--- src/rtl/decoder2x4_hold.sv ---
// Registered 2-to-4 one-hot decoder with valid/ready intake and programmable pulse width.
// Define DEC2X4_HIT_CNT_EN to add saturating per-line accept counters on port hit_cnt.
module decoder2x4_hold #(
  parameter int HOLD_CYCLES = 4,
  parameter int CNT_W       = 8
) (
  input  logic             clk,
  input  logic             rst_n,
  input  logic             en,
  input  logic [1:0]       code_in,
  input  logic             in_valid,
  output logic             in_ready,
  output logic [3:0]       y,
  output logic             out_valid,
  output logic             busy
`ifdef DEC2X4_HIT_CNT_EN
  ,
  output logic [4*CNT_W-1:0] hit_cnt
`endif
);

  if (HOLD_CYCLES < 1 || HOLD_CYCLES > 255) begin : g_bad_hold
    $error("decoder2x4_hold: HOLD_CYCLES must be in 1..255");
  end
  if (CNT_W < 1) begin : g_bad_cnt_w
    $error("decoder2x4_hold: CNT_W must be at least 1");
  end

  localparam logic [7:0] HOLD_LOAD = 8'(HOLD_CYCLES - 1);

  typedef enum logic {
    IDLE,
    HOLD
  } state_t;

  state_t     state, nxt_state;
  logic [7:0] hold_cnt, nxt_cnt;
  logic [3:0] nxt_y;
  logic       accept;

  assign in_ready  = (state == IDLE) && en && rst_n;
  assign accept    = in_valid && in_ready;
  assign out_valid = |y;
  assign busy      = (state == HOLD);

  always_ff @(posedge clk or negedge rst_n) begin
    if (!rst_n) begin
      state    <= IDLE;
      hold_cnt <= 8'd0;
      y        <= 4'b0000;
    end else begin
      state    <= nxt_state;
      hold_cnt <= nxt_cnt;
      y        <= nxt_y;
    end
  end

  // Dropping en in HOLD aborts the pulse outright; it never resumes.
  always_comb begin
    nxt_state = state;
    nxt_cnt   = hold_cnt;
    nxt_y     = y;
    unique case (state)
      IDLE: begin
        if (accept) begin
          nxt_state = HOLD;
          nxt_cnt   = HOLD_LOAD;
          nxt_y     = 4'b0001 << code_in;
        end
      end
      HOLD: begin
        if (!en || hold_cnt == 8'd0) begin
          nxt_state = IDLE;
          nxt_cnt   = 8'd0;
          nxt_y     = 4'b0000;
        end else begin
          nxt_cnt = hold_cnt - 8'd1;
        end
      end
      default: begin
        nxt_state = IDLE;
        nxt_cnt   = 8'd0;
        nxt_y     = 4'b0000;
      end
    endcase
  end

`ifdef DEC2X4_HIT_CNT_EN
  logic [CNT_W-1:0] hit_q [4];

  // Counters saturate and survive en drops; only rst_n clears them.
  always_ff @(posedge clk or negedge rst_n) begin
    if (!rst_n) begin
      for (int k = 0; k < 4; k++) hit_q[k] <= '0;
    end else if (accept && hit_q[code_in] != '1) begin
      hit_q[code_in] <= hit_q[code_in] + CNT_W'(1);
    end
  end

  for (genvar k = 0; k < 4; k++) begin : g_hit
    assign hit_cnt[k*CNT_W +: CNT_W] = hit_q[k];
  end
`endif

endmodule

--- config.mk ---
export PLATFORM = sky130hd
export DESIGN_NAME = decoder2x4_hold
export DESIGN_NICKNAME = d
export VERILOG_FILES = /design/src/rtl/decoder2x4_hold.sv
export SDC_FILE = /design/constraint.sdc
export NUM_CORES = 1
export LEC_CHECK = 0
export ABC_AREA = 1
export CAP_MARGIN = 20
export CELL_PAD_IN_SITES_DETAIL_PLACEMENT = 0
export CELL_PAD_IN_SITES_GLOBAL_PLACEMENT = 1
export CORE_MARGIN = 3
export CORE_UTILIZATION = 35
export CTS_BUF_LIST = sky130_fd_sc_hd__clkbuf_16
export DETAILED_ROUTE_END_ITERATION = 7
export GPL_TIMING_DRIVEN = 1
export MAX_ROUTING_LAYER = met4
export PLACE_DENSITY = 0.82
export SYNTH_ARGS = -nofsm -noshare
export SYNTH_HDL_FRONTEND = slang
export SYNTH_SLANG_ARGS = --single-unit
export TNS_END_PERCENT = 10
--- constraint.sdc ---
create_clock -name clk -period 1.4 [get_ports clk]
set_clock_uncertainty 0.05 [all_clocks]
set_input_delay 0.28 -clock clk [delete_from_list [all_inputs] [get_ports clk]]
set_output_delay 0.28 -clock clk [all_outputs]
set_load 0.1 [all_outputs]
==> impl_metrics.json <==
{
  "multi_input_comb_area_sq_um": 388,
  "post-cts-setup-buffers": 0,
  "io_buffers": 12,
  "synth_top_area_share_pct": 42.9,
  "rsz0062_at_grt": "yes",
  "netlist_area_sq_um": 758,
  "placed_area_sq_um": 1060,
  "crit_buf_inv": 1,
  "fillerInstances": 189,
  "cts_tree": "done",
  "critPathMaxStageDelay_ns": 0.54,
  "slowest_stage": "or4_4",
  "wirelength_um": 1810,
  "core-area_sq_um": 2000,
  "ys_top_cells_by_count": "25 x nand2_1, 13 x dfrtp_1, 12 x inv_1",
  "nNetsFinal": 130,
  "routed_via_density": 4.70,
  "postSynthCellCount": 97,
  "cellPowerDensity_nw_per_um2": 2390,
  "cts.path.max_buffers": 2,
  "fmax_mhz": 591,
  "postSynthAreaPerCell_sq_um": 7.82,
  "hold_path_class": "in2async",
  "slew_headroom_pct": 83.7,
  "period_needed_ns": 1.69,
  "place_inst": 144,
  "regArea_sq_um": 335,
  "final-hold-violation-count": 0,
  "fin_area_sq_um": 1140,
  "ir_worst_vdd_mv": 1.08,
  "crit_chain": "or4_4, buf_12",
  "yosysSeqAreaShare_pct": 42.9,
  "r2r_start": "hold_cnt[0]",
  "die_x_um": 52.5,
  "syn2layout_area_growth_pct": 50.5,
  "wl_per_cell_um": 12.2,
  "status": "finished, violations left",
  "ant_nets": 0,
  "ys_ff_latch": 13,
  "fp.dieH_um": 52.5,
  "yosysMostFrequentCell": "nand2_1",
  "finalPower_mw": 2.73,
  "power_leakage_nw": 0.578,
  "num_vias": 695,
  "postCtsHoldBufs": 0,
  "drive_above_1_share_pct": 35.5,
  "final-instance-count-excl-fill": 148,
  "drtIter0Drc": 7,
  "grtUsageTotal_pct": 16.7,
  "endpoint_kind": "output pin",
  "worstPathArrival_ns": 1.36,
  "violations": "setup timing",
  "path_max_fanout": 2,
  "required_ns": 1.07,
  "cp_top_family": "simple AND/OR/NAND/NOR gates",
  "synth_edf_count": 0,
  "drt_pass1_iterations": 4,
  "yosys_warnings": 0,
  "drc": 0,
  "grt_pass1_wl_um": 3080,
  "cts.htree.levels": 1,
  "die_area_sq_um": 2760,
  "place.gp.congestion": 0.816,
  "grt_overflow": 0,
  "slew_viol_final": 0,
  "n_antenna_cell": 0,
  "io_pins": 13,
  "worst_slack_ns": -0.291,
  "finalCritPeriodShare_pct": 121,
  "startpoint": "y[1]",
  "synth_nets": 105,
  "num_rows": 16,
  "clock_tree.root_cell": "clkbuf_16",
  "cts_buffers": 3,
  "synth_cell_types": 20,
  "antenna_found_initial": 0,
  "timing.hold.ws_ns": 0.129,
  "worst_slew_pin_slew_ns": 0.244,
  "cts_sinks": 13,
  "clkLatencyLatePin_ns": 0.25,
  "hpwl_um": 1390,
  "critical_path_class": "reg2out",
  "grt_max_degree": 14,
  "async_reset_ff_share_pct": 100,
  "synth-main-ff-cell": "dfrtp_1",
  "grt_pass1_vias": 660,
  "timing.max_cap.violations": 0,
  "path_clk_slew_ns": 0.05,
  "start_kind": "flip-flop",
  "yosys.area.top_type": "dfrtp_1",
  "synthTopCellsByArea": "dfrtp_1 43%, nand2_1 12%, inv_1 5.9%",
  "setup_viol": 2,
  "initial_core_util_pct": 37.9
}
-- worst register-to-register path: cells and delay by family (launching register included) --
kind,cells,cell delay [ns]
flip-flops,1,0.36
AND/OR/NAND/NOR,4,0.37
buffers and inverters,1,0.08
adder cells (fa/ha/maj),1,0.16
AO/OA/AOI/OAI,1,0.16
-- flip-flops by register name, indices dropped and copies added (netlist names) --
register	count
y	4
busy	1
hold_cnt	8
-- cells in the final DEF (no fill, tap or decap), types with 3 or more instances in the layout --
cell type and instances:
nand2_1 24, nor2_1 10, inv_1 10, buf_4 8, nand3_1 7, dfrtp_1 7, buf_12 7, inv_2 5
dfrtp_2 5, nand2_2 4, nand4_1 4, o21ai_2 3, clkbuf_16 3, clkdlybuf4s50_1 3
-- routing by layer --
layer  GRT usage, %  vias to the layer above  share of wire [%]
met2           21.3                        9                 44
met4           10.2                        0                2.4
met5              -                        -                  0
met1           23.2                      325                 50
met3           4.27                        5                2.8
li1               -                      356                  -
-- report_power, final --
part / total, mW / internal [mW] / switching [mW]
Sequential: 0.658 / 0.519 / 0.139
Combinational: 1.52 / 0.569 / 0.955
Clock: 0.547 / 0.380 / 0.167
Total: 2.73 / 1.47 / 1.26
-- timing repair --
action / 4_1_cts / 5_1_grt
resized for setup: 3 / 3
endpoints found under the setup margin: 2 / 8
hold endpoints to repair: 0 / 0
pin swaps: 1 / 3
-- kinds of logic after synthesis --
logic type,count (synthesis),share of synthesized area [%]
flip-flops,13,42.9
adder cells (fa/ha/maj),2,3.30
AND/OR/NAND/NOR,55,34.7
XOR/XNOR,3,3.47
AO/OA/AOI/OAI,9,8.25
buffers and inverters,15,7.43
-- final timing paths --
kind	slack, ns	cells after the start	endpoint
worst max register to register	0.08	7	y[0]
worst min-delay path	0.13	2	hold_cnt[2]
worst min register to register	0.49	2	hold_cnt[7]
min in group clk	0.49	2	hold_cnt[7]
max in group asynchronous	0.98	2	busy
worst max-delay path	-0.29	2	out_valid
-- stage by stage --
| stage | utilization [%] | setup TNS [ns] | setup slack (ns) |
|---|---|---|---|
| after global routing | 57.0 | -0.430 | -0.311 |
| after CTS | 56.9 | -0.361 | -0.299 |
| final | 57.0 | -0.333 | -0.291 |
| after floorplan | - | -4.46 | -0.372 |
| after global placement | 52.9 | -2.10 | -0.200 |
| after detailed placement | 52.9 | -2.36 | -0.222 |
-- final cells by class --
class | count | share of cell area [%]
Inverter | 15 | 4.93
Clock buffer | 3 | 6.58
Sequential cell | 13 | 29.4
Multi-Input combinational cell | 69 | 34.0
Clock inverter | 1 | 0.439
Tap cell | 27 | 2.96
Timing Repair Buffer | 20 | 21.7
Power figures use the tool's default switching activity.
